File: src/rtl/tlc_pkg.sv
// tlc_pkg: shared state encoding, lamp bundle, default timing and lamp decode for the phase scheduler
// Contents: tlc_state_e (PHASE encoding), tlc_lamps_t (six lamp bits), *_D default timings, lamps_of().
package tlc_pkg;
    typedef enum logic [2:0] {
        AR_INIT = 3'd0,
        G1      = 3'd1,
        Y1      = 3'd2,
        AR1     = 3'd3,
        G2      = 3'd4,
        Y2      = 3'd5,
        AR2     = 3'd6,
        FLASH   = 3'd7
    } tlc_state_e;
    typedef struct packed {
        logic grn1;
        logic ylw1;
        logic red1;
        logic grn2;
        logic ylw2;
        logic red2;
    } tlc_lamps_t;
    localparam int MIN_GRN_D  = 8;
    localparam int MAX_GRN_D  = 24;
    localparam int YLW_T_D    = 3;
    localparam int ALLRED_T_D = 1;
    localparam int TW_D       = 5;
    // Moore decode: lamps depend only on the registered state and the flash phase bit.
    function automatic tlc_lamps_t lamps_of(tlc_state_e s, logic flash_on);
        tlc_lamps_t l;
        l.grn1 = s == G1;
        l.ylw1 = (s == Y1) || (s == FLASH && flash_on);
        l.red1 = (s == AR_INIT) || (s == AR1) || (s == AR2) || (s == G2) || (s == Y2);
        l.grn2 = s == G2;
        l.ylw2 = (s == Y2) || (s == FLASH && flash_on);
        l.red2 = (s == AR_INIT) || (s == AR1) || (s == AR2) || (s == G1) || (s == Y1);
        return l;
    endfunction
endpackage

File: src/rtl/tlc_phase_scheduler_if.sv
// tlc_phase_scheduler_if: request inputs and lamp/phase outputs of the phase scheduler
// Signals: tick, test, fm, req1, req2 (controller -> scheduler); grn/ylw/red 1/2, phase (scheduler -> latches).
// With TLC_PED_EN defined: pb (pedestrian button) in, walk out.
interface tlc_phase_scheduler_if;
    logic       tick;
    logic       test;
    logic       fm;
    logic       req1;
    logic       req2;
    logic       grn1;
    logic       ylw1;
    logic       red1;
    logic       grn2;
    logic       ylw2;
    logic       red2;
    logic [2:0] phase;
`ifdef TLC_PED_EN
    logic       pb;
    logic       walk;
    modport master (output tick, test, fm, req1, req2, pb,
                    input grn1, ylw1, red1, grn2, ylw2, red2, phase, walk);
    modport slave  (input tick, test, fm, req1, req2, pb,
                    output grn1, ylw1, red1, grn2, ylw2, red2, phase, walk);
`else
    modport master (output tick, test, fm, req1, req2,
                    input grn1, ylw1, red1, grn2, ylw2, red2, phase);
    modport slave  (input tick, test, fm, req1, req2,
                    output grn1, ylw1, red1, grn2, ylw2, red2, phase);
`endif
endinterface

File: src/rtl/tlc_dwell_timer.sv
// tlc_dwell_timer: saturating TW-bit dwell counter with phase threshold compares
// Ports: i_ck clock; i_clr sync reset; i_sclr clear (state change); i_en effective tick;
//        o_ge_min/o_ge_max/o_ge_ylw/o_ge_ar: dwell at or above each threshold.
module tlc_dwell_timer
    import tlc_pkg::*;
#(
    parameter int TW       = TW_D,
    parameter int MIN_GRN  = MIN_GRN_D,
    parameter int MAX_GRN  = MAX_GRN_D,
    parameter int YLW_T    = YLW_T_D,
    parameter int ALLRED_T = ALLRED_T_D
) (
    input  logic i_ck,
    input  logic i_clr,
    input  logic i_sclr,
    input  logic i_en,
    output logic o_ge_min,
    output logic o_ge_max,
    output logic o_ge_ylw,
    output logic o_ge_ar
);
    // A minimum above the maximum would never be reached first, so the maximum governs.
    localparam int MIN_EFF = (MIN_GRN >= MAX_GRN) ? MAX_GRN : MIN_GRN;
    if (((1 << TW) - 1) < MAX_GRN) begin : g_tw_chk
        $error("tlc_dwell_timer: TW too narrow to reach MAX_GRN");
    end
    logic [TW-1:0] r_d;
    always_ff @(posedge i_ck) begin
        if (i_clr || i_sclr) r_d <= '0;
        else if (i_en && r_d != '1) r_d <= r_d + 1'b1;
    end
    assign o_ge_min = int'(r_d) >= MIN_EFF;
    assign o_ge_max = int'(r_d) >= MAX_GRN;
    assign o_ge_ylw = int'(r_d) >= YLW_T;
    assign o_ge_ar  = int'(r_d) >= ALLRED_T;
endmodule

File: src/rtl/tlc_phase_scheduler.sv
// tlc_phase_scheduler: two-approach intersection phase scheduler (calls, min/max green, yellow, all-red, flash)
// Ports: i_ck clock; i_clr sync active-high reset; bus (tlc_phase_scheduler_if.slave): tick/test/fm/req1/req2 in,
//        six lamps and 3-bit phase out. Optional macro TLC_PED_EN adds bus.pb (pedestrian call on approach 2)
//        and bus.walk.
module tlc_phase_scheduler
    import tlc_pkg::*;
#(
    parameter int MIN_GRN  = MIN_GRN_D,
    parameter int MAX_GRN  = MAX_GRN_D,
    parameter int YLW_T    = YLW_T_D,
    parameter int ALLRED_T = ALLRED_T_D,
    parameter int TW       = TW_D
) (
    input logic                  i_ck,
    input logic                  i_clr,
    tlc_phase_scheduler_if.slave bus
);
    tlc_state_e r_state;
    tlc_state_e w_next;
    logic       r_call1;
    logic       r_call2;
    logic       r_flash;
    logic       w_tick;
    logic       w_chg;
    logic       w_ge_min;
    logic       w_ge_max;
    logic       w_ge_ylw;
    logic       w_ge_ar;
    logic       w_call2_any;
    logic       w_g2_fm_ok;
    tlc_lamps_t w_lamps;
    assign w_tick = bus.tick | bus.test;
    assign w_chg  = w_next != r_state;
`ifdef TLC_PED_EN
    logic r_pcall;
    logic r_walk_arm;
    assign w_call2_any = r_call2 | r_pcall;
    // A flash request must not cut a green that may be carrying a pedestrian crossing.
    assign w_g2_fm_ok  = w_ge_min;
    always_ff @(posedge i_ck) begin
        if (i_clr) begin
            r_pcall    <= 1'b0;
            r_walk_arm <= 1'b0;
        end else begin
            r_pcall    <= (w_next == G2 && w_chg) ? 1'b0 : r_pcall | bus.pb;
            r_walk_arm <= (w_next == G2 && w_chg) ? r_pcall : r_walk_arm;
        end
    end
    assign bus.walk = (r_state == G2) && r_walk_arm && !w_ge_min;
`else
    assign w_call2_any = r_call2;
    assign w_g2_fm_ok  = 1'b1;
`endif
    tlc_dwell_timer #(
        .TW       (TW),
        .MIN_GRN  (MIN_GRN),
        .MAX_GRN  (MAX_GRN),
        .YLW_T    (YLW_T),
        .ALLRED_T (ALLRED_T)
    ) u_dwell (
        .i_ck     (i_ck),
        .i_clr    (i_clr),
        .i_sclr   (w_chg),
        .i_en     (w_tick),
        .o_ge_min (w_ge_min),
        .o_ge_max (w_ge_max),
        .o_ge_ylw (w_ge_ylw),
        .o_ge_ar  (w_ge_ar)
    );
    always_comb begin
        w_next = r_state;
        case (r_state)
            AR_INIT: w_next = w_ge_ar ? G1 : AR_INIT;
            G1: begin
                if (bus.fm || (w_call2_any && ((w_ge_min && !bus.req1) || w_ge_max))) w_next = Y1;
            end
            Y1:  w_next = w_ge_ylw ? AR1 : Y1;
            AR1: w_next = w_ge_ar ? (bus.fm ? FLASH : G2) : AR1;
            G2: begin
                if ((bus.fm && w_g2_fm_ok) || (r_call1 && ((w_ge_min && !bus.req2) || w_ge_max))) w_next = Y2;
            end
            Y2:    w_next = w_ge_ylw ? AR2 : Y2;
            AR2:   w_next = w_ge_ar ? (bus.fm ? FLASH : G1) : AR2;
            FLASH: w_next = bus.fm ? FLASH : AR_INIT;
            default: w_next = AR_INIT;
        endcase
    end
    // Calls are cleared on the edge that grants the green, even if the sensor is still high.
    always_ff @(posedge i_ck) begin
        if (i_clr) begin
            r_state <= AR_INIT;
            r_call1 <= 1'b0;
            r_call2 <= 1'b0;
            r_flash <= 1'b0;
        end else begin
            r_state <= w_next;
            r_call1 <= (w_next == G1 && w_chg) ? 1'b0 : r_call1 | bus.req1;
            r_call2 <= (w_next == G2 && w_chg) ? 1'b0 : r_call2 | bus.req2;
            r_flash <= (w_next == FLASH && w_chg) ? 1'b1 : r_flash ^ (r_state == FLASH && w_tick);
        end
    end
    assign w_lamps   = lamps_of(r_state, r_flash);
    assign bus.grn1  = w_lamps.grn1;
    assign bus.ylw1  = w_lamps.ylw1;
    assign bus.red1  = w_lamps.red1;
    assign bus.grn2  = w_lamps.grn2;
    assign bus.ylw2  = w_lamps.ylw2;
    assign bus.red2  = w_lamps.red2;
    assign bus.phase = r_state;
endmodule

File: src/flat_wrapper.sv
// flat-port wrapper written by rule: the top's interface ports become plain ports
module tlc_phase_scheduler_flat import tlc_pkg::*;
#(
    parameter int MIN_GRN  = MIN_GRN_D,
    parameter int MAX_GRN  = MAX_GRN_D,
    parameter int YLW_T    = YLW_T_D,
    parameter int ALLRED_T = ALLRED_T_D,
    parameter int TW       = TW_D
)
  (i_ck, i_clr, bus_tick, bus_test, bus_fm, bus_req1, bus_req2, bus_grn1, bus_ylw1, bus_red1, bus_grn2, bus_ylw2, bus_red2, bus_phase);
  tlc_phase_scheduler_if bus_i ();
  input logic i_ck;
  input logic i_clr;
  input wire logic [$bits(bus_i.tick)-1:0] bus_tick;
  input wire logic [$bits(bus_i.test)-1:0] bus_test;
  input wire logic [$bits(bus_i.fm)-1:0] bus_fm;
  input wire logic [$bits(bus_i.req1)-1:0] bus_req1;
  input wire logic [$bits(bus_i.req2)-1:0] bus_req2;
  output wire logic [$bits(bus_i.grn1)-1:0] bus_grn1;
  output wire logic [$bits(bus_i.ylw1)-1:0] bus_ylw1;
  output wire logic [$bits(bus_i.red1)-1:0] bus_red1;
  output wire logic [$bits(bus_i.grn2)-1:0] bus_grn2;
  output wire logic [$bits(bus_i.ylw2)-1:0] bus_ylw2;
  output wire logic [$bits(bus_i.red2)-1:0] bus_red2;
  output wire logic [$bits(bus_i.phase)-1:0] bus_phase;
  assign bus_i.tick = bus_tick;
  assign bus_i.test = bus_test;
  assign bus_i.fm = bus_fm;
  assign bus_i.req1 = bus_req1;
  assign bus_i.req2 = bus_req2;
  assign bus_grn1 = bus_i.grn1;
  assign bus_ylw1 = bus_i.ylw1;
  assign bus_red1 = bus_i.red1;
  assign bus_grn2 = bus_i.grn2;
  assign bus_ylw2 = bus_i.ylw2;
  assign bus_red2 = bus_i.red2;
  assign bus_phase = bus_i.phase;
  tlc_phase_scheduler #(.MIN_GRN(MIN_GRN), .MAX_GRN(MAX_GRN), .YLW_T(YLW_T), .ALLRED_T(ALLRED_T), .TW(TW)) u_core (.i_ck(i_ck), .i_clr(i_clr), .bus(bus_i));
endmodule
File: config.mk
export PLATFORM = sky130hd
export DESIGN_NAME = tlc_phase_scheduler_flat
export DESIGN_NICKNAME = d
export VERILOG_FILES = /design/src/rtl/tlc_pkg.sv /design/src/rtl/tlc_phase_scheduler_if.sv /design/src/rtl/tlc_dwell_timer.sv /design/src/rtl/tlc_phase_scheduler.sv /design/src/flat_wrapper.sv
export SDC_FILE = /design/constraint.sdc
export NUM_CORES = 1
export LEC_CHECK = 0
export ABC_AREA = 1
export CAP_MARGIN = 30
export CORE_MARGIN = 4
export CORE_UTILIZATION = 29
export DETAILED_ROUTE_END_ITERATION = 6
export GPL_TIMING_DRIVEN = 0
export PLACE_DENSITY = 0.55
export SLEW_MARGIN = 10
export SYNTH_ARGS = -nofsm -noshare
export SYNTH_HDL_FRONTEND = slang
export SYNTH_SLANG_ARGS = --single-unit
export TNS_END_PERCENT = 10
File: constraint.sdc
create_clock -name i_ck -period 1.6 [get_ports i_ck]
set_input_delay 0.24 -clock i_ck [delete_from_list [all_inputs] [get_ports i_ck]]
set_output_delay 0.24 -clock i_ck [all_outputs]
set_load 0.02 [all_outputs]
==> impl_metrics.env <==
export IMPL_finalHoldViolations=0
export IMPL_antenna_found_initial=0
export IMPL_crit_path_end_kind="flop"
export IMPL_ys_types=25
export IMPL_synth_compound_area_share_pct=8.10
export IMPL_syn_instance_count=144
export IMPL_rsz0062_at_grt="true"
export IMPL_antenna_left=0
export IMPL_io_pins=16
export IMPL_yosysTopAreaCell="dfxtp_1"
export IMPL_wl_per_cell_um=10.1
export IMPL_num_rows=20
export IMPL_dr_pass1_iters=4
export IMPL_status="finished, violations left"
export IMPL_grt_max_degree=11
export IMPL_yosys_warnings=0
export IMPL_critPathKind="flop to flop"
export IMPL_dieArea_sq_mm=0.00423
export IMPL_synth_simple_area_share_pct=45.8
export IMPL_synth_area_leaders="dfxtp_1, nand2_1, nor2_1, inv_1, nand3_2"
export IMPL_avgSynthCellArea_sq_um=6.54
export IMPL_syn_nets=155
export IMPL_grt_util_all_layers_pct=11.1
export IMPL_cts_path_max_buffers=2
export IMPL_io_buffers=15
export IMPL_routabilityCongestion=0.880
export IMPL_coreArea_sq_mm=0.00308
export IMPL_final_cell_mix="nand2_1, nor2_1, inv_1, clkdlybuf4s50_1, inv_2"
export IMPL_cts_buffers=3
export IMPL_ys_seq_area_share_pct=23.4
export IMPL_finClkSkew_ps=9.39
export IMPL_synth_top_area_share_pct=23.4
export IMPL_hold_buffers=0
export IMPL_dr_total_vias=916
export IMPL_nNetsFinal=179
export IMPL_clkSlewWorstSetupHoldPaths_ps=80
export IMPL_setup_violations=5
export IMPL_start_kind="flop"
export IMPL_gr_total_overflow=0
export IMPL_layout_commonest_cell="nand2_1"
export IMPL_antenna_cells=0
export IMPL_start_util_pct=30.6
export IMPL_fin_crit_sh_pct=102
export IMPL_dieWidth_um=65
export IMPL_yosys_mux_area_fraction_pct=0
export IMPL_maxCapViolCount=0
export IMPL_power_density_mw_per_mm2=1360
export IMPL_final_area_sq_mm=0.00128
export IMPL_area_delta_synth_final_pct=35.5
export IMPL_setup_ws_ps=-28.6
export IMPL_die_h_um=65
export IMPL_fill_cells=332
export IMPL_drt_initial_drc_count=37
export IMPL_totalWireLength_um=2130
export IMPL_slew_headroom_pct=81.5
export IMPL_p_leak_nw=0.594
export IMPL_htree_levels=1
export IMPL_failed_checks="setup timing"
export IMPL_vias_per_cell=4.34
export IMPL_grt_pass1_wl_um=3710
export IMPL_cts_root_buf="clkbuf_4"
export IMPL_slew_violations=0
export IMPL_crit_arrival_ps=1850
export IMPL_drcViolationCount=0
export IMPL_layout_min_cycle_time_ps=1630
export IMPL_placed_area_sq_mm=0.00116
export IMPL_crit_required_ps=1820
export IMPL_hold_class="flop to flop"
export IMPL_synthXorXnorAreaFrac_pct=3.72
export IMPL_hold_ws_ps=558
export IMPL_tritoncts="yes"
export IMPL_fmax_mhz=614
export IMPL_vdd_drop_max_v=0.000278
export IMPL_worst_pin_slew_ps=277
export IMPL_synth_area_sq_um=942
export IMPL_drive_gt1_share_pct=36.5
export IMPL_clock_sinks=11
export IMPL_grt_pass1_vias=896
export IMPL_ys_ff_latch=11
export IMPL_synth_top_family_by_area="simple AND/OR/NAND/NOR gates"
export IMPL_clk_latency_ps=270
export IMPL_hpwl_um=1700
export IMPL_worstPathMaxFanout=5
export IMPL_synth_adder_area_share_pct=5.31
## power by group
group / internal [W] / leakage [nW] / switching, W
Sequential: 0.000347 / 0.0924 / 0.0000744
Clock: 0.0000925 / 0.0177 / 0.000101
Combinational: 0.000461 / 0.484 / 0.000664
Total: 0.000900 / 0.594 / 0.000840
## final cells by class
cell class                 instances  area (sq um)  area share [%]
buffer                             2          22.5            1.76
inverter                          28           113            8.82
clock inverter                     1          5.00           0.392
clock buffer                       3          22.5            1.76
multi-input combinational        103           669            52.5
sequential                        11           233            18.2
tap                               44          55.1            4.31
timing repair buffer              19           156            12.3
## worst paths after layout
path	startpoint	endpoint	slack (ps)	cells past startpoint
max	u_core.u_dwell.r_d[0]	u_core.u_dwell.r_d[4]	-30	14
min	u_core.r_call2	u_core.r_call2	560	4
max reg2reg	u_core.u_dwell.r_d[0]	u_core.u_dwell.r_d[4]	-30	14
min reg2reg	u_core.r_call2	u_core.r_call2	560	4
## stage by stage
| step | worst slack [ps] | cells | TNS [ps] | util, % | power [W] |
|---|---|---|---|---|---|
| floorplan | 11.9 | 144 | 0 | - | 0.00114 |
| global placement | -188 | 203 | -1710 | 37.6 | 0.00137 |
| detailed placement | -205 | 203 | -1810 | 37.6 | 0.00138 |
| CTS | -107 | 207 | -727 | 38.5 | 0.00158 |
| global route | -167 | 211 | -1240 | 41.5 | 0.00189 |
| finish | -28.6 | 211 | -65.6 | 41.5 | 0.00174 |
## logic make-up (layout without fill, tap and decap cells)
family,count (synthesis),in the layout
flops,11,11
fa+ha+maj,4,4
simple gates,82,82
buf+inv,30,53
xor+xnor,4,4
compound gates,13,13
## cells in the mapped netlist (all sizes together)
master,count
nor2,28
clkinv,1
xor2,4
o21ai,6
nor3,3
nand2,35
nand4,2
inv,27
ha,4
a21oi,4
nand3,14
o211ai,3
buf,2
dfxtp,11
## per-layer routing
| layer | up-vias | routed length [um] | track usage [%] |
|---|---|---|---|
| li1 | 490 | - | - |
| met5 | - | 0 | 0 |
| met3 | 2 | 69 | 2.08 |
| met1 | 410 | 973 | 12.7 |
| met2 | 14 | 1060 | 20.1 |
| met4 | 0 | 32 | 4.75 |
## state kept, by name (all words and copies together), names as in the netlist
register and count:
u_core.bus.phase 3, u_core.r_call1 1, u_core.r_flash 1, u_core.u_dwell.r_d 5, u_core.r_call2 1
## worst max-delay path, stage by stage (launching register included)
cell     delay (ps)
dfxtp_4         380
ha_2            190
inv_1            70
nand2_1          80
nor2_2          100
nand2_1          60
nand2_1          50
inv_1            40
nand2_2          70
inv_2            40
nand2_4          70
nand2_4          60
nand2_4          70
nand4_4         160
nor2_2          130
## what timing repair did
action	in CTS	in global routing
pin swaps	0	10
endpoints found under the setup margin	15	16
gates cloned	0	0
gates resized for setup	26	26
buffers inserted	0	4
No activity file was read; power rests on OpenSTA's default activity.
